$ cat src/rtl/word_serializer_if.sv
// Handshake bundle for word_serializer: word-wide producer side plus the
// bit-serial consumer side and status flags. The slave modport is the
// serializer itself; the master modport is whatever drives and drains it.
interface word_serializer_if #(
   parameter int N = 64
);
   logic         in_valid;
   logic         in_ready;
   logic [N-1:0] data_in;
   logic         out_ready;
   logic         out_valid;
   logic         data_out;
   logic         last;
   logic         done;
   logic         busy;

   modport master (
      output in_valid, data_in, out_ready,
      input  in_ready, out_valid, data_out, last, done, busy
   );

   modport slave (
      input  in_valid, data_in, out_ready,
      output in_ready, out_valid, data_out, last, done, busy
   );
endinterface

$ cat src/rtl/word_serializer.sv
// word_serializer: parallel-in, serial-out reader. Captures an N-bit word
// through a valid/ready handshake and drains it one bit per accepted beat.
// Bit order is selected at build time by SERIALIZER_MSB_FIRST_EN:
//   defined     -> data_in[N-1] first, shift register moves left
//   not defined -> data_in[0] first, shift register moves right
// Handshake timing is identical in both builds. Reset is asynchronous and
// active-low; a reset mid-word discards the word without a done pulse.
module word_serializer #(
   parameter int N = 64
) (
   input  logic            clk,
   input  logic            reset,
   word_serializer_if.slave bus
);

   localparam int              CW           = (N > 2) ? $clog2(N) : 1;
   localparam logic [CW-1:0]   LAST_CNT     = CW'(N - 1);
   localparam logic [CW-1:0]   PRE_LAST_CNT = CW'(N - 2);

   typedef enum logic [1:0] {
      IDLE  = 2'd0,
      SHIFT = 2'd1,
      DONE  = 2'd2
   } state_e;

   state_e         state_q;
   logic [N-1:0]   sr_q;
   logic [N-1:0]   sr_shift_d;
   logic [CW-1:0]  cnt_q;
   logic           head_bit;
   logic           in_ready_q;
   logic           out_valid_q;
   logic           last_q;
   logic           done_q;
   logic           busy_q;

   // Shifted shift-register value and the bit currently at the output end.
   always_comb begin
`ifdef SERIALIZER_MSB_FIRST_EN
      sr_shift_d = {sr_q[N-2:0], 1'b0};
      head_bit   = sr_q[N-1];
`else
      sr_shift_d = {1'b0, sr_q[N-1:1]};
      head_bit   = sr_q[0];
`endif
   end

   // Sequencer: capture, shift one bit per accepted beat, pulse done, rearm.
   // Status flags are registered alongside the state so none of them has a
   // combinational path from an input.
   // NOTE: every register here uses <= so all updates see pre-edge values;
   // mixing in = would make results depend on statement order.
   always_ff @(posedge clk or negedge reset) begin
      if (!reset) begin
         state_q     <= IDLE;
         sr_q        <= '0;
         cnt_q       <= '0;
         in_ready_q  <= 1'b0;
         out_valid_q <= 1'b0;
         last_q      <= 1'b0;
         done_q      <= 1'b0;
         busy_q      <= 1'b0;
      end else begin
         case (state_q)
            IDLE: begin
               if (in_ready_q && bus.in_valid) begin
                  sr_q        <= bus.data_in;
                  cnt_q       <= '0;
                  state_q     <= SHIFT;
                  in_ready_q  <= 1'b0;
                  out_valid_q <= 1'b1;
                  last_q      <= 1'b0;
                  busy_q      <= 1'b1;
               end else begin
                  // First edge after reset release arms the input side.
                  in_ready_q  <= 1'b1;
               end
            end
            SHIFT: begin
               if (bus.out_ready) begin
                  sr_q <= sr_shift_d;
                  if (cnt_q == LAST_CNT) begin
                     state_q     <= DONE;
                     out_valid_q <= 1'b0;
                     last_q      <= 1'b0;
                     done_q      <= 1'b1;
                  end else begin
                     cnt_q  <= cnt_q + 1'b1;
                     last_q <= (cnt_q == PRE_LAST_CNT);
                  end
               end
            end
            DONE: begin
               state_q    <= IDLE;
               done_q     <= 1'b0;
               busy_q     <= 1'b0;
               in_ready_q <= 1'b1;
            end
            default: begin
               state_q     <= IDLE;
               in_ready_q  <= 1'b0;
               out_valid_q <= 1'b0;
               last_q      <= 1'b0;
               done_q      <= 1'b0;
               busy_q      <= 1'b0;
            end
         endcase
      end
   end

   assign bus.in_ready  = in_ready_q;
   assign bus.out_valid = out_valid_q;
   assign bus.last      = last_q;
   assign bus.done      = done_q;
   assign bus.busy      = busy_q;
   assign bus.data_out  = (state_q == SHIFT) & head_bit;

endmodule

$ cat src/flat_wrapper.sv
// flat-port wrapper written by rule: the top's interface ports become plain ports
module word_serializer_flat 
#(
   parameter int N = 64
)
  (clk, reset, bus_in_valid, bus_data_in, bus_out_ready, bus_in_ready, bus_out_valid, bus_data_out, bus_last, bus_done, bus_busy);
  word_serializer_if #(.N(N)) bus_i ();
  input  logic clk;
  input  logic reset;
  input wire logic [$bits(bus_i.in_valid)-1:0] bus_in_valid;
  input wire logic [$bits(bus_i.data_in)-1:0] bus_data_in;
  input wire logic [$bits(bus_i.out_ready)-1:0] bus_out_ready;
  output wire logic [$bits(bus_i.in_ready)-1:0] bus_in_ready;
  output wire logic [$bits(bus_i.out_valid)-1:0] bus_out_valid;
  output wire logic [$bits(bus_i.data_out)-1:0] bus_data_out;
  output wire logic [$bits(bus_i.last)-1:0] bus_last;
  output wire logic [$bits(bus_i.done)-1:0] bus_done;
  output wire logic [$bits(bus_i.busy)-1:0] bus_busy;
  assign bus_i.in_valid = bus_in_valid;
  assign bus_i.data_in = bus_data_in;
  assign bus_i.out_ready = bus_out_ready;
  assign bus_in_ready = bus_i.in_ready;
  assign bus_out_valid = bus_i.out_valid;
  assign bus_data_out = bus_i.data_out;
  assign bus_last = bus_i.last;
  assign bus_done = bus_i.done;
  assign bus_busy = bus_i.busy;
  word_serializer #(.N(N)) u_core (.clk(clk), .reset(reset), .bus(bus_i));
endmodule
$ cat config.mk
export PLATFORM = sky130hd
export DESIGN_NAME = word_serializer_flat
export DESIGN_NICKNAME = d
export VERILOG_FILES = /design/src/rtl/word_serializer_if.sv /design/src/rtl/word_serializer.sv /design/src/flat_wrapper.sv
export SDC_FILE = /design/constraint.sdc
export NUM_CORES = 1
export LEC_CHECK = 0
export ABC_AREA = 1
export CAP_MARGIN = 5
export CORE_MARGIN = 2
export CORE_UTILIZATION = 50
export DETAILED_ROUTE_END_ITERATION = 8
export HOLD_SLACK_MARGIN = 0.15
export MAX_ROUTING_LAYER = met4
export PLACE_DENSITY = 0.76
export SYNTH_ARGS = -nofsm -noshare
export SYNTH_HDL_FRONTEND = slang
export SYNTH_SLANG_ARGS = --single-unit
$ cat constraint.sdc
create_clock -name clk -period 1.83 [get_ports clk]
set_input_delay 0.2745 -clock clk [delete_from_list [all_inputs] [get_ports clk]]
set_output_delay 0.2745 -clock clk [all_outputs]
set_load 0.05 [all_outputs]
# ---- Yosys cells after proc, flatten, opt, wreduce, memory -nomap -nowiden
# Cells that the tools add are included.
dict set report word_totals {
  ff_bits 77
  romBits 0
  mem_bits_rw 0
  elab_cells 56
  n_memories 0
  output_inout_bits 6
  latchBits 0
}
dict set report classes {
  shifts 0
  muxes 25
  n_bitwise 4
  add_sub_neg 1
  eq_ne 8
  magnitude_cmp 0
  reduce_logical 10
  mul 0
  div_mod_pow 0
}
# operator n
set op_table {}
lappend op_table {{two-way mux 64 bit} 2}
lappend op_table {{case mux 64 bit (2 select lines)} 1}
lappend op_table {{two-way mux 6 bit} 3}
lappend op_table {{equality test 6 bit, second input constant} 2}
lappend op_table {{case mux 6 bit (2 select lines)} 1}
lappend op_table {{AND reduction 3 bit} 4}
lappend op_table {{two-way mux 1 bit} 9}
lappend op_table {{case mux 1 bit (3 select lines)} 3}
lappend op_table {{AND reduction 4 bit} 2}
lappend op_table {{adder 6 x 1 -> 6 bit, second input constant} 1}
lappend op_table {{two-way mux 2 bit} 3}
lappend op_table {{inequality test 2 x 1 -> 1 bit, second input constant} 2}
lappend op_table {{inequality test 2 bit, second input constant} 2}
lappend op_table {{case mux 1 bit (2 select lines)} 2}
lappend op_table {{case mux 2 bit (2 select lines)} 1}
lappend op_table {{NOT 1 bit} 3}
lappend op_table {{equality test 2 x 1 -> 1 bit, second input constant} 1}
lappend op_table {{equality test 2 bit, second input constant} 1}
lappend op_table {{logical NOT 2 bit} 1}
lappend op_table {{AND reduction 2 bit} 1}
lappend op_table {{nonzero test 2 bit} 1}
lappend op_table {{AND 1 bit} 1}
lappend op_table {{logical AND 1 bit} 1}

# ---- Logic depth before layout (Yosys ltp)
dict set report depth {
  ltp_word 4
  mapped_depth 9
  mapped_depth_nobuf 9
}

# ---- Worst setup path after synthesis
# Ideal clock, no wire load.
dict set report synth_timing {
  kind {reg2reg}
  from {reg u_core.in_ready_q, in the netlist u_core.bus.in_ready}
  to {reg u_core.sr_q[0]}
  n_path_buf 2
  stages_incl_launch_ff 8
  period_less_slack_ps 1542
  arrival_time_ps 1419
  setup_ps 122
  required_ps 1708
  setup_slack_ps 288
  cell_sequence {dfrtp_1 -> nand2_1 -> inv_1 -> nand2_1 -> nand2_2 -> buf_12 -> buf_4 -> o21ai_2}
}
dict set report synth_via {
  elab_chain_cells 3
}
# element line
set synth_lines {}
lappend synth_lines {{from (decl)} word_serializer.sv:31} ;# logic in_ready_q;
lappend synth_lines {{from (signal assigned)} word_serializer.sv:58} ;# in_ready_q <= 1'b0;
lappend synth_lines {{from (signal assigned)} word_serializer.sv:70} ;# in_ready_q <= 1'b0;
lappend synth_lines {{from (signal assigned)} word_serializer.sv:76} ;# in_ready_q <= 1'b1;
lappend synth_lines {{logical AND 1 bit} word_serializer.sv:66} ;# if (in_ready_q && bus.in_valid) begin
lappend synth_lines {{inequality test 2 x 1 -> 1 bit (no source line)} --}
lappend synth_lines {{AND reduction 3 bit (no source line)} --}
lappend synth_lines {{to (signal assigned)} word_serializer.sv:67} ;# sr_q <= bus.data_in;
lappend synth_lines {{to (signal assigned)} word_serializer.sv:81} ;# sr_q <= sr_shift_d;
lappend synth_lines {{to (decl)} word_serializer.sv:27} ;# logic [N-1:0] sr_q;
# Every way passes these cells.
# A chain may end at the register's enable or synchronous reset.

# ---- Worst setup path after layout
dict set report layout_timing {
  from {reg u_core.state_q[1]}
  to {out bus_data_out}
}
dict set report layout_via {
  elab_chain_cells 2
}
# element line
set layout_lines {}
lappend layout_lines {{from (decl)} word_serializer.sv:26} ;# state_e state_q;
lappend layout_lines {{from (signal assigned)} word_serializer.sv:55} ;# state_q <= IDLE;
lappend layout_lines {{from (signal assigned)} word_serializer.sv:69} ;# state_q <= SHIFT;
lappend layout_lines {{from (signal assigned)} word_serializer.sv:83} ;# state_q <= DONE;
lappend layout_lines {{equality test 2 x 1 -> 1 bit} word_serializer.sv:116} ;# assign bus.data_out = (state_q == SHIFT) & head_bit;
lappend layout_lines {{AND 1 bit} word_serializer.sv:116}
lappend layout_lines {{to (decl)} flat_wrapper.sv:15} ;# output wire logic [$bits(bus_i.data_out)-1:0] bus_data_out;
# Every way passes these cells.

==> results_dict.tcl <==
set metrics [dict create \
    cts_root_buf "clkbuf_8" \
    timing.rr.start "u_core.state_q[1]" \
    cts_buffers 9 \
    irDropWorstVdd_mv 0.5408 \
    reg2reg_slack_ns 0.33 \
    syn_std_cell_area_um2 4304 \
    die_height_um 96.78 \
    antenna-diode-count 0 \
    timing.critical_path.to_type "output pin" \
    cts.sink_count 77 \
    maximum_number_of_pins_on_one_net_before_global_route_repair 78 \
    dr.pass1.iters 5 \
    critPathRequiredTime_ns 1.56 \
    timing_hold_violations_final 0 \
    start_kind "register" \
    clk_latency_worst_skew_pair_ns 0.34 \
    final_critical_path_setup_slack_ns 0.2811 \
    ys_async_sr_fraction 1.000 \
    drt-total-wl_um 7982 \
    start_util 0.5186 \
    syn_avg_cell_area_um2 9.895 \
    synth_top_cell_by_area "dfrtp_1" \
    htreeDepth 3 \
    dp_hpwl_um 5519 \
    filler_cell_count 686 \
    drv_cap 0 \
    cp.arrival_ns 1.27 \
    min_path_type "input port to asynchronous set/reset pin" \
    grt_first_pass_wirelength_um 14260 \
    timing.fmax_mhz 645.6 \
    synth.top_cells.by_count "nand2_1, dfrtp_1, inv_1" \
    final-max-slew-violation-count 0 \
    ys.flop_type "dfrtp_1" \
    count_of_warnings_emitted_by_yosys 0 \
    tritoncts "done" \
    cts.reportedPaths.clkPinSlew_ns 0.08 \
    synth_largest_type_area_fraction 0.4477 \
    post-synth-top-count-cell "nand2_1" \
    placement.io_buffers 73 \
    transition_time_at_the_pin_with_the_least_slew_margin_ns 0.4207 \
    count_of_vias_placed_by_the_detailed_router 3085 \
    fin_total_pwr_uw 4677 \
    dpl_worst_slack_ns 0.1297 \
    min_period_over_period 0.8464 \
    crit_type "register to output pin" \
    finalSetupViolations 0 \
    post-route-drc-count 0 \
    layout.nets 573 \
    final_layout_size_suffix_gt1_frac 0.3012 \
    die_w_um 96.78 \
    timing.setup.tns_ns 0 \
    globalRoute.totalOverflow 0 \
    postSynthNetCount 505 \
    layout_skew_ns 0.008451 \
    finalWorstPathRequiredPeriod_ns 1.549 \
    fp.dieArea_um2 9366 \
    ctsLongestPathBuffers 2 \
    post_detailed_route_via_to_cell_ratio 5.033 \
    grt_setup_unrepaired "no" \
    netlist_top_cells_area "dfrtp_1, o211ai_2, o21ai_2" \
    overall_global_routing_usage 0.1881 \
    area_growth_from_synthesis_to_layout_pct 24.71 \
    syn_inst 435 \
    synthDistinctLibCells 22 \
    first_global_vias 3066 \
    synth-edff-count 0 \
    row_count 33 \
    power.density_cell_area_nw_per_um2 871.4 \
    maxSlewHeadroom 0.7195 \
    critical_path_peak_fanout 3 \
    ys_ff_latch 77 \
    ys_seq_area_frac 0.4477 \
    remaining_antenna_violation_count 0 \
    initial_antenna_violation_count 0 \
    r2r-end "u_core.cnt_q[3]" \
    drt-initial-drc-count 88 \
    status "complete, no violations" \
    finalHoldWorstSlack_ns 0.4856 \
    io-pin-count 74 \
    worst_reg_to_reg_cells 8 \
    avgRoutedWirePerCell_um 13.02 \
    post_cts_resized 0 \
    fp.coreArea_um2 8299 \
    total_leakage_power_uw 0.002684 \
    place_congestion 0.7827 \
]
kinds of logic (layout without fill, tap and decap cells):
| group | count (synthesis) | count (layout) | synth area share |
|---|---|---|---|
| buffers and inverters | 103 | 176 | 0.1265 |
| and+or+nand+nor | 115 | 115 | 0.1073 |
| adders and majority gates | 2 | 2 | 0.005813 |
| DFF | 77 | 77 | 0.4477 |
| AOI/OAI and AO/OA | 138 | 138 | 0.3128 |
registers in the layout, summed over array words and instances (netlist names):
name,cells
u_core.sr_q,64
u_core.bus.done,1
u_core.cnt_q,6
u_core.bus.busy,1
u_core.bus.last,1
u_core.state_q,2
u_core.bus.out_valid,1
u_core.bus.in_ready,1
routing by layer:
metal,vias up,share of wire,GRT usage,wire (µm)
met3,7,0.049,0.05347,393
met5,-,0,-,0
met1,1452,0.46,0.2596,3710
met4,0,0.010,0.04550,80
met2,52,0.48,0.2772,3798
li1,1574,-,-,-
critical path, cell delays in order (launching register included):
cell	delay (ns)
dfrtp_1	0.41
inv_2	0.08
nand2_2	0.09
nor2_1	0.19
buf_12	0.17
layout make-up:
class,count,area [µm²],share of cell area
clock inverters,6,110.1,0.02051
repair buffers,85,930.9,0.1734
multi-input cells,255,1847,0.3441
inverters,75,284.0,0.05291
clock buffers,10,137.6,0.02564
well taps,105,131.4,0.02448
flip-flops and latches,77,1927,0.3590
worst max path at each step:
stage	cells after the start	slack, ns	startpoint	endpoint
floorplan	7	0.29	u_core.bus.in_ready	u_core.sr_q[0]
global placement	8	0.17	bus_in_valid	u_core.sr_q[14]
detailed placement	8	0.13	bus_in_valid	u_core.sr_q[14]
CTS	4	0.26	u_core.state_q[1]	bus_data_out
global route	8	0.18	u_core.state_q[1]	u_core.cnt_q[1]
finish	4	0.28	u_core.state_q[1]	bus_data_out
power breakdown:
part	switching (µW)	total (µW)	internal (µW)
sequential	112	2050	1940
combinational	566	1060	497
clock	622	1560	941
total	1300	4680	3380
metrics by stage:
step / area (µm²) / util / cells
after floorplan: 4304 / - / 435
after global placement: 5110 / 0.6157 / 596
after detailed placement: 5110 / 0.6157 / 596
after CTS: 5368 / 0.6468 / 613
after global routing: 5368 / 0.6468 / 613
final: 5368 / 0.6468 / 613
cell usage in the layout (no fill, tap or decap), types with 3 or more instances in the layout:
master	Yosys	layout
buf_12	6	10
buf_4	7	8
bufinv_16	0	3
clkbuf_8	0	10
clkdlybuf4s50_1	0	66
dfrtp_1	77	77
inv_1	72	72
nand2_1	93	93
nand3_1	9	9
nor2_1	8	8
o211ai_1	8	8
o211ai_2	56	56
o21ai_0	5	5
o21ai_1	10	10
o21ai_2	56	56
what timing repair did:
item,CTS,global route
endpoints found under the setup margin,0,0
hold buffers,1,0
endpoints found under the hold margin,77,0
setup buffers,0,0
(Power assumes the default switching activity.)
